<file path="src/rtl/muxn_rr.sv">
// muxn_rr: N-channel W-bit registered mux with explicit-select or round-robin
// arbitration and valid/ready handshakes on every channel.
// Ports:
//   clk, reset      rising-edge clock, synchronous active-high reset
//   mode, sel       0 = take channel sel, 1 = round-robin from internal pointer
//   in_data/valid   N packed channels (channel k at [k*W +: W]) and their valids
//   in_ready        one-hot (or zero) accept back to the granted channel
//   out_data/chan   registered item and the channel index it came from
//   out_valid/ready output handshake; one item per cycle when out_ready stays high
module muxn_rr #(
    parameter  int N  = 4,
    parameter  int W  = 16,
    localparam int SW = $clog2(N)
) (
    input  logic           clk,
    input  logic           reset,
    input  logic           mode,
    input  logic [SW-1:0]  sel,
    input  logic [N*W-1:0] in_data,
    input  logic [N-1:0]   in_valid,
    output logic [N-1:0]   in_ready,
    output logic [W-1:0]   out_data,
    output logic [SW-1:0]  out_chan,
    output logic           out_valid,
    input  logic           out_ready
);
    logic [W-1:0]  r_data;
    logic [SW-1:0] r_chan;
    logic          r_valid;
    logic [SW-1:0] r_ptr;
    logic [SW-1:0] w_gnt;
    logic [SW-1:0] w_idx;
    logic          w_gnt_vld;
    logic          w_gnt_ok;
    logic          w_load;
    logic          w_xfer;

    assign w_load = !r_valid || out_ready;

    // Round-robin scans from the highest offset down so the channel closest
    // to the pointer is the last (winning) assignment.
    always_comb begin
        w_gnt     = sel;
        w_gnt_vld = int'(sel) < N;
        w_idx     = '0;
        if (mode) begin
            w_gnt     = '0;
            w_gnt_vld = 1'b0;
            for (int i = N - 1; i >= 0; i--) begin
                w_idx = SW'((int'(r_ptr) + i) % N);
                if (in_valid[w_idx]) begin
                    w_gnt     = w_idx;
                    w_gnt_vld = 1'b1;
                end
            end
        end
    end

    assign w_gnt_ok = !reset && w_gnt_vld;
    assign in_ready = w_gnt_ok ? (N'(w_load) << w_gnt) : '0;
    assign w_xfer   = w_gnt_ok && w_load && in_valid[w_gnt];

    always_ff @(posedge clk) begin
        if (reset) begin
            r_data  <= '0;
            r_chan  <= '0;
            r_valid <= 1'b0;
            r_ptr   <= '0;
        end else if (w_xfer) begin
            r_data  <= in_data[int'(w_gnt)*W +: W];
            r_chan  <= w_gnt;
            r_valid <= 1'b1;
            if (mode)
                r_ptr <= SW'((int'(w_gnt) + 1) % N);
        end else if (out_ready) begin
            r_valid <= 1'b0;
        end
    end

    assign out_data  = r_data;
    assign out_chan  = r_chan;
    assign out_valid = r_valid;
endmodule

</file>
<file path="config.mk">
export PLATFORM = sky130hd
export DESIGN_NAME = muxn_rr
export DESIGN_NICKNAME = d
export VERILOG_FILES = /design/src/rtl/muxn_rr.sv
export SDC_FILE = /design/constraint.sdc
export NUM_CORES = 1
export LEC_CHECK = 0
export ABC_AREA = 0
export CORE_MARGIN = 8
export CORE_UTILIZATION = 35
export CTS_CLUSTER_SIZE = 12
export DETAILED_ROUTE_END_ITERATION = 7
export PLACE_DENSITY = 0.85
export SYNTH_ARGS = -nofsm -noshare
export SYNTH_HDL_FRONTEND = slang
export SYNTH_SLANG_ARGS = --single-unit
</file>
<file path="constraint.sdc">
create_clock -name clk -period 5.2 [get_ports clk]
set_input_delay 1.04 -clock clk [delete_from_list [all_inputs] [get_ports clk]]
set_output_delay 1.04 -clock clk [all_outputs]
set_load 0.02 [all_outputs]
</file>
== Yosys cells after proc, flatten, opt, wreduce, memory -nomap -nowiden ==
Index checks and enable logic that the tools add are counted.
Word-level totals
  output and inout bits: 23
  word-level logic and storage cells: 46
  input bits: 74
  bits in registers: 21
Operators by class
  reductions and logical operators: 8
  magnitude comparators: 5
  shifts and indexed selects: 2
  mux-type cells: 23
  $add $sub $neg: 4
Operators with widths (number)
  indexed part select 64 x 7 -> 16 bit: 1
  less-than comparator 2 x 3 -> 1 bit, second input constant: 5
  2-to-1 mux 1 bit: 12
  binary-select mux 1 bit (select 2 bit): 5
  2-to-1 mux 2 bit: 5
  adder 2 x 1 -> 2 bit, second input constant: 2
  adder 2 bit, second input constant: 2
  2-to-1 mux 4 bit: 1
  left shift 1 x 2 -> 4 bit: 1
  logical AND 1 bit: 3
  logical NOT 1 bit: 2
  AND reduction 2 bit: 1
  nonzero test 2 bit: 1
  logical OR 1 bit: 1

== Logic depth before layout (Yosys ltp) ==
Gate-level depths: netlist (run 1).
  word-level depth: 12
  gate-level depth with buffers: 10
  depth with buffers taken out: 6

== Worst setup path after synthesis (run 1) ==
Ideal clock, no wire load.
  path type: in2out
  start: input port mode
  end: output port in_ready[0]
  data required time: 4160 ps
  cell stages on the path: 6
  path buffers: 2
  path slack: 1647 ps
  arrival time: 2513 ps
  cells stage by stage: buf_4 and2b_4 a221oi_4 a21oi_2 clkbuf_1 nor3_1
Between the ends
  cells in the longest elaborated chain, start to end: 3
  elaborated cells on any way between the ends: 5
  those cells by class: shift: 1; mux: 3; reduce/logical: 1
RTL lines
  start: declaration: RTL line 17  | input logic mode,
  2-to-1 mux 2 bit / 2-to-1 mux 1 bit (equally long branches): RTL line 46  | if (mode) begin
  left shift 1 x 2 -> 4 bit / logical AND 1 bit (equally long branches): RTL line 60, 59
  2-to-1 mux 4 bit *: RTL line 60  | assign in_ready = w_gnt_ok ? (N'(w_load) << w_gnt) : '0;
  end: declaration: RTL line 21  | output logic [N-1:0] in_ready,
Mark *: on every way between the ends. The rest lies on a longest branch, timed or not.

== Worst setup path in the final report (run 1) ==
  start: input port mode
  end: output port in_ready[1]
Same word-level chain as after synthesis.

==> results of run 1 <==
## state kept, by name, summed over array words and instances (netlist names)
name	cells
out_chan	2
out_data	16
out_valid	1
r_ptr	2
## routing by layer
metal,GRT usage,vias up
met4,0.0158,0
met5,0,-
li1,-,949
met3,0.0487,2
met2,0.290,64
met1,0.185,842
## cells in the mapped netlist, types with 2 or more instances
cell type | count | area, um^2
nor2_1 | 4 | 15.0
a21oi_2 | 2 | 17.5
nand2_1 | 51 | 191
inv_1 | 6 | 22.5
o21ai_1 | 11 | 55.1
and3_1 | 2 | 12.5
mux2i_1 | 3 | 30.0
buf_2 | 8 | 40.0
a21oi_1 | 19 | 95.1
nand2b_1 | 2 | 12.5
a32o_1 | 16 | 160
clkbuf_1 | 9 | 33.8
nor3_1 | 3 | 15.0
o311ai_0 | 16 | 140
dfxtp_1 | 21 | 420
o21ai_0 | 9 | 45.0
## per-stage QoR
| stage | cells | setup WS, ns |
|---|---|---|
| after floorplan | 207 | 1.65 |
| after global placement | 342 | 0.718 |
| after detailed placement | 342 | 0.657 |
| after CTS | 346 | 0.661 |
| after global routing | 346 | 0.554 |
| final | 346 | 0.670 |
## layout make-up
| cell class | instances | area, um^2 | area share |
|---|---|---|---|
| Multi-Input combinational cell | 160 | 1010 | 0.391 |
| Timing Repair Buffer | 103 | 1010 | 0.394 |
| Clock buffer | 3 | 41.3 | 0.0160 |
| Clock inverter | 1 | 5.00 | 0.00194 |
| Tap cell | 52 | 65.1 | 0.0253 |
| Sequential cell | 21 | 420 | 0.163 |
| Inverter | 6 | 22.5 | 0.00875 |
## cell families after synthesis
group           after synthesis
compound gates               84
xor+xnor                      1
buf+inv                      26
flops                        21
mux                           3
simple gates                 72
## critical path, cell delays in order
cell	delay (ns)
clkdlybuf4s50_1	0.65
and2b_4	0.30
a221oi_4	0.33
a21o_1	0.14
buf_4	0.21
and3_1	0.19
clkdlybuf4s50_1	0.61
## where the power goes
part	internal, mW	switching (mW)	leakage, nW	total [mW]
sequential	0.184	0.0123	0.173	0.197
clock	0.0534	0.0548	0.0255	0.108
combinational	0.143	0.135	0.763	0.278
## how the worst min path moves through the flow
stage | to | slack (ns) | cells after the start
after floorplan | r_ptr[0] | 0.50 | 2
after global placement | out_chan[1] | 0.45 | 2
after detailed placement | out_chan[1] | 0.47 | 2
after CTS | out_chan[1] | 0.48 | 2
after global routing | out_chan[0] | 0.50 | 2
final | out_data[15] | 0.49 | 2
## cell usage in the layout, fill, tap and decap left out, types with 2 or more instances in the layout
cell type | synthesis | routed
mux2i_1 | 3 | 3
a21oi_1 | 19 | 19
clkdlybuf4s50_1 | 0 | 96
o21ai_0 | 9 | 9
nor3_1 | 3 | 3
o21ai_1 | 11 | 11
nand2b_1 | 2 | 2
nand2_1 | 51 | 51
and3_1 | 2 | 2
inv_1 | 6 | 6
a21oi_2 | 2 | 2
buf_4 | 1 | 7
a32o_1 | 16 | 16
clkbuf_8 | 0 | 3
dfxtp_1 | 21 | 21
o311ai_0 | 16 | 16
nor2_1 | 4 | 4
==> implementation parameters, run 1 <==
Parameter                              Value

Run status
  Result of the run ... finished clean

Detailed routing
  Amount of wire on met2 after detailed routing ... 2.94 mm
  Post-DR vias/cell ... 5.37
  Via total after detailed routing ... 1857
  Detailed-route wire length per cell ... 16.3 um
  Total wire length ... 5.64 mm
  Residual antenna-violating net count after detailed routing ... 0
  Top metal layer carrying routed signals ... met4
  Met1 wire length ... 2.22 mm
  Detailed-routed wire length on met3 ... 456 um
  DR iter-0 viols ... 104
  DRC Markers ... 0
  Number of iterations in the first detailed-routing pass ... 4

Timing
  Worst Hold Slack ... 0.485 ns
  Maximum clock frequency ... 0.221 GHz
  Final Hold Violating Endpoints ... 0
  Unrepaired setup endpoints after global routing ... false
  Remaining max-slew budget at the tightest pin ... 0.295
  Final max-slew violation count ... 0
  Final period utilization ... 0.871
  Final Critical Period ... 4.53 ns
  Max Clock Skew ... 0.00114 ns
  Worst-Margin Slew ... 1.05 ns
  Setup TNS after final layout ... 0 ns
  # setup viols final ... 0

Floorplanning
  Area of the core ... 0.00429 mm^2
  Die area ... 0.00680 mm^2
  Initial core utilization ... 0.360
  Total number of placement rows ... 24
  Number of placed I/O pins ... 97
  Chip Height ... 82.5 um
  Horizontal die dimension ... 82.5 um

Power
  Leakage ... 0.962 nW
  Max IR drop VDD ... 0.000160 V
  Total power density per cell area ... 226 mW/mm^2
  Final Power ... 0.583 mW

Global route
  Via count of the first global-routing pass ... 1895
  Initial antenna violation count ... 0
  All-Layer GR Usage ... 0.160
  Total global routing overflow ... 0
  Maximum number of pins on one net before global-route repair ... 22
  Wire length of the first global-routing pass ... 8.67 mm

Setup path
  Worst setup path endpoint ... in_ready[1]
  Largest fanout of any net on the critical path ... 18
  Required @ worst endpoint ... 4.16 ns
  Kind of start point of the critical path ... primary input
  Worst r2r dst ... out_data[13]
  Reg-to-reg slack, setup ... 1.98 ns
  R2r worst-path depth ... 8
  Setup crit end kind ... primary output
  Source of the worst register-to-register timing path ... r_ptr[1]
  Worst Path Arrival ... 3.49 ns
  Path type of the worst setup path ... primary input to primary output
  First element of the critical path ... mode

Placement
  Post-detailed-placement half-perimeter wirelength ... 4.39 mm
  Final weighted congestion of routability-driven global placement ... 0.837
  Count of buffers from port buffering ... 96
  Placed cell area ... 0.00253 mm^2

Synthesis
  Main combinational cell family by area after synthesis ... compound AO/OA/AOI/OAI gates
  Mux contribution to synthesized area ... 0.0194
  Number of warnings issued by yosys ... 0
  Post-synthesis simple-gate area fraction ... 0.210
  Number of enable-type register cells in the synthesized netlist ... 0
  Avg Inst Size Synth ... 7.47 um^2
  Post-synthesis cell area ... 0.00155 mm^2
  Ys flop type ... dfxtp_1
  Net count after synthesis ... 281
  Number of standard cells after synthesis ... 207
  Post-synthesis sequential area ratio ... 0.272
  Adder-cell share of the synthesized area ... 0
  Fraction of synthesized cell area in xor and xnor cells ... 0.00566
  Async set or reset register ratio after synthesis ... 0
  Cell variety after synth ... 41
  Compound-gate portion of the synthesized area ... 0.415
  Synth Register Bits ... 21

Clocking
  Post_cts resized ... 0
  Clk root buf ... clkbuf_8
  Clock-pin slew reported for the worst setup and hold paths after clock tree synthesis ... 0.08 ns
  Number of buffers on the longest clock path ... 2
  Clock Latency Late Sink ... 0.26 ns
  Number of hold buffers added after CTS ... 0
  Post CTS Setup Buffer Count ... 0
  Number of levels in the clock H-tree ... 1
  Clock tree from TritonCTS ... built
  Number of buffers created by CTS ... 3
  Total number of clock tree sinks ... 21

Cells and area
  Finished layout cell area ... 0.00257 mm^2
  Share of final-layout standard cells stronger than drive strength 1 ... 0.0680
  Final Util ... 0.599
  Layout Nets ... 369
  Fill cell instance count of the final layout ... 390
  Area added between synthesis and finish ... 66.4%
  Antenna Diode Count ... 0

Flow run
  Max Cap Viol ... 0

Worst hold path
  Min-delay worst type ... flip-flop to flip-flop
  Worst Min Path Start ... out_data[15]
Power figures use the tool's default switching activity.
==> inputs of run 2 (changes only) <==
--- a/config.mk
+++ b/config.mk
@@ -6,7 +6,7 @@
 export NUM_CORES = 1
 export LEC_CHECK = 0
 export ABC_AREA = 0
-export CORE_MARGIN = 8
+export CORE_MARGIN = 5
 export CORE_UTILIZATION = 35
 export CTS_CLUSTER_SIZE = 12
 export DETAILED_ROUTE_END_ITERATION = 7
==> implementation parameters, run 2 (synthesized netlist as in run 1, its figures left out) <==
Parameter                              Value

Worst hold path
  Instance count along the most critical hold path ... 2 (unchanged)
  Worst Min Path Start ... out_chan[1] (was out_data[15])
  Min-delay worst type ... flip-flop to flip-flop (unchanged)
  Worst Hold Path EP ... out_chan[1] (was out_data[15])

Power
  Final Power ... 0.581 mW (was 0.583 mW)
  Max IR drop VDD ... 0.0000994 V (was 0.000160 V)
  Total power density per cell area ... 226 mW/mm^2 (about the same)
  Leakage ... 0.959 nW (was 0.962 nW)

Floorplanning
  Total number of placement rows ... 24 (unchanged)
  Chip Height ... 76.5 um (was 82.5 um)
  Area of the core ... 0.00432 mm^2 (was 0.00429 mm^2)
  Horizontal die dimension ... 76.5 um (was 82.5 um)
  Die area ... 0.00585 mm^2 (was 0.00680 mm^2)
  Number of placed I/O pins ... 97 (unchanged)
  Initial core utilization ... 0.358 (was 0.360)

Detailed routing
  Residual antenna-violating net count after detailed routing ... 0 (unchanged)
  Detailed-route wire length per cell ... 15.1 um (was 16.3 um)
  DR iter-0 viols ... 50 (was 104)
  Post-DR vias/cell ... 5.46 (was 5.37)
  Total wire length ... 5.24 mm (was 5.64 mm)
  DRC Markers ... 0 (unchanged)
  Number of iterations in the first detailed-routing pass ... 4 (unchanged)
  Via total after detailed routing ... 1889 (was 1857)

Cells and area
  Area added between synthesis and finish ... 66.3% (was 66.4%)
  Layout Nets ... 369 (unchanged)
  Finished layout cell area ... 0.00257 mm^2 (about the same)
  Commonest cells after routing, fill and taps aside ... clkdlybuf4s50_1, nand2_1, dfxtp_1 (unchanged)
  Commonest non-fill, non-tap cell in the layout ... clkdlybuf4s50_1 (unchanged)
  Fill cell instance count of the final layout ... 422 (was 390)
  Area taken by flip-flops and latches ... 420 um^2 (unchanged)
  Antenna Diode Count ... 0 (unchanged)
  Final Util ... 0.595 (was 0.599)
  Number of flip-flops in the largest register ... 16 (unchanged)
  Area used by multi-input combinational logic ... 0.00101 mm^2 (unchanged)
  Share of final-layout standard cells stronger than drive strength 1 ... 0.0646 (was 0.0680)

Timing
  # setup viols final ... 0 (unchanged)
  Remaining max-slew budget at the tightest pin ... 0.259 (was 0.295)
  Unrepaired setup endpoints after global routing ... false (unchanged)
  Max Clock Skew ... 0.00446 ns (was 0.00114 ns)
  Final max-slew violation count ... 0 (unchanged)
  Final period utilization ... 0.870 (was 0.871)
  Setup TNS after final layout ... 0 ns (unchanged)
  Worst-Margin Slew ... 1.11 ns (was 1.05 ns)
  Maximum clock frequency ... 0.221 GHz (about the same)
  Final Critical Period ... 4.52 ns (was 4.53 ns)
  Worst Hold Slack ... 0.468 ns (was 0.485 ns)
  Final Hold Violating Endpoints ... 0 (unchanged)

Global route
  Maximum number of pins on one net before global-route repair ... 22 (unchanged)
  All-Layer GR Usage ... 0.173 (was 0.160)
  Initial antenna violation count ... 0 (unchanged)
  Wire length of the first global-routing pass ... 8.68 mm (was 8.67 mm)
  Via count of the first global-routing pass ... 1883 (was 1895)
  Total global routing overflow ... 0 (unchanged)

Setup path
  Delay-heaviest family, CP ... buffers and inverters (unchanged)
  Worst Path Arrival ... 3.48 ns (was 3.49 ns)
  Kind of start point of the critical path ... primary input (unchanged)
  Source of the worst register-to-register timing path ... r_ptr[1] (unchanged)
  Setup crit end kind ... primary output (unchanged)
  Buffers and inverters on the worst path ... 3 (unchanged)
  Largest fanout of any net on the critical path ... 18 (unchanged)
  Peak per-stage delay on the critical path ... 0.66 ns (was 0.65 ns)
  CP Cell Sequence ... clkdlybuf4s50_1 -> and2b_4 -> a221oi_4 -> a21oi_2 -> buf_4 -> nor3_1 -> clkdlybuf4s50_1 (was clkdlybuf4s50_1 -> and2b_4 -> a221oi_4 -> a21o_1 -> buf_4 -> and3_1 -> clkdlybuf4s50_1)
  Reg-to-reg slack, setup ... 2.16 ns (was 1.98 ns)
  Path type of the worst setup path ... primary input to primary output (unchanged)
  Worst r2r dst ... out_data[13] (unchanged)
  Cell type with the highest occurrence count on the critical path ... clkdlybuf4s50_1 (unchanged)
  R2r worst-path depth ... 7 (was 8)
  Required @ worst endpoint ... 4.16 ns (about the same)
  Critical-path cell with the highest stage delay ... clkdlybuf4s50_1 (unchanged)

Clocking
  Clk root buf ... clkbuf_8 (unchanged)
  Post_cts resized ... 0 (unchanged)
  Post CTS Setup Buffer Count ... 0 (unchanged)
  Clock tree from TritonCTS ... built (unchanged)
  Clock Latency Late Sink ... 0.26 ns (about the same)
  Number of levels in the clock H-tree ... 1 (unchanged)
  Clock-pin slew reported for the worst setup and hold paths after clock tree synthesis ... 0.07 ns (was 0.08 ns)
  Number of hold buffers added after CTS ... 0 (unchanged)
  Number of buffers created by CTS ... 3 (unchanged)
  Number of buffers on the longest clock path ... 2 (unchanged)
  Total number of clock tree sinks ... 21 (unchanged)

Placement
  Placed cell area ... 0.00253 mm^2 (unchanged)
  Post-detailed-placement half-perimeter wirelength ... 4.01 mm (was 4.39 mm)
  Count of buffers from port buffering ... 96 (unchanged)
  Final weighted congestion of routability-driven global placement ... 0.863 (was 0.837)

Flow run
  Max Cap Viol ... 0 (unchanged)

Run status
  Result of the run ... finished clean (unchanged)
[run 2: cell count changes in the layout (fill, tap and decap cells not counted), sizes merged]
cell    before  now
clkinv       1    0
clkbuf       3    4
[run 2: cell type report]
| class | count | area share |
|---|---|---|
| flip-flops and latches | 21 | 0.163 |
| clock buffers | 4 | 0.0175 |
| well taps | 52 | 0.0253 |
| multi-input cells | 160 | 0.391 |
| inverters | 6 | 0.00875 |
| repair buffers | 103 | 0.394 |
[run 2: per-stage QoR]
step / instances / setup slack [ns]
floorplan: 207 / 1.65
global placement: 342 / 0.745
detailed placement: 342 / 0.649
CTS: 346 / 0.646
global route: 346 / 0.537
finish: 346 / 0.676
[run 2: worst max-delay path by stage]
stage          depth (start not counted)           to  from
2_1_floorplan                          6  in_ready[0]  mode
3_3_place_gp                           7  in_ready[1]  mode
4_1_cts                                7  in_ready[0]  mode
3_5_place_dp                           7  in_ready[0]  mode
5_1_grt                                7  in_ready[0]  mode
6_report                               7  in_ready[0]  mode
[run 2: report_power, final]
group	switching, mW	internal (mW)
Combinational	0.135	0.143
Sequential	0.0117	0.184
Clock	0.0522	0.0545
Total	0.199	0.382
[run 2: metal layers]
metal,vias up,track usage,share of wire
met4,0,0.0350,0.010
met5,-,0,0
li1,954,-,-
met2,62,0.297,0.50
met1,867,0.210,0.41
met3,6,0.0544,0.080
[run 2: worst reg2reg max path: cells and delay by family, from the launching register on]
kind	cells	cell delay, ns
buf+inv	1	0.24
compound gates	3	0.59
flops	1	0.50
simple gates	3	1.58
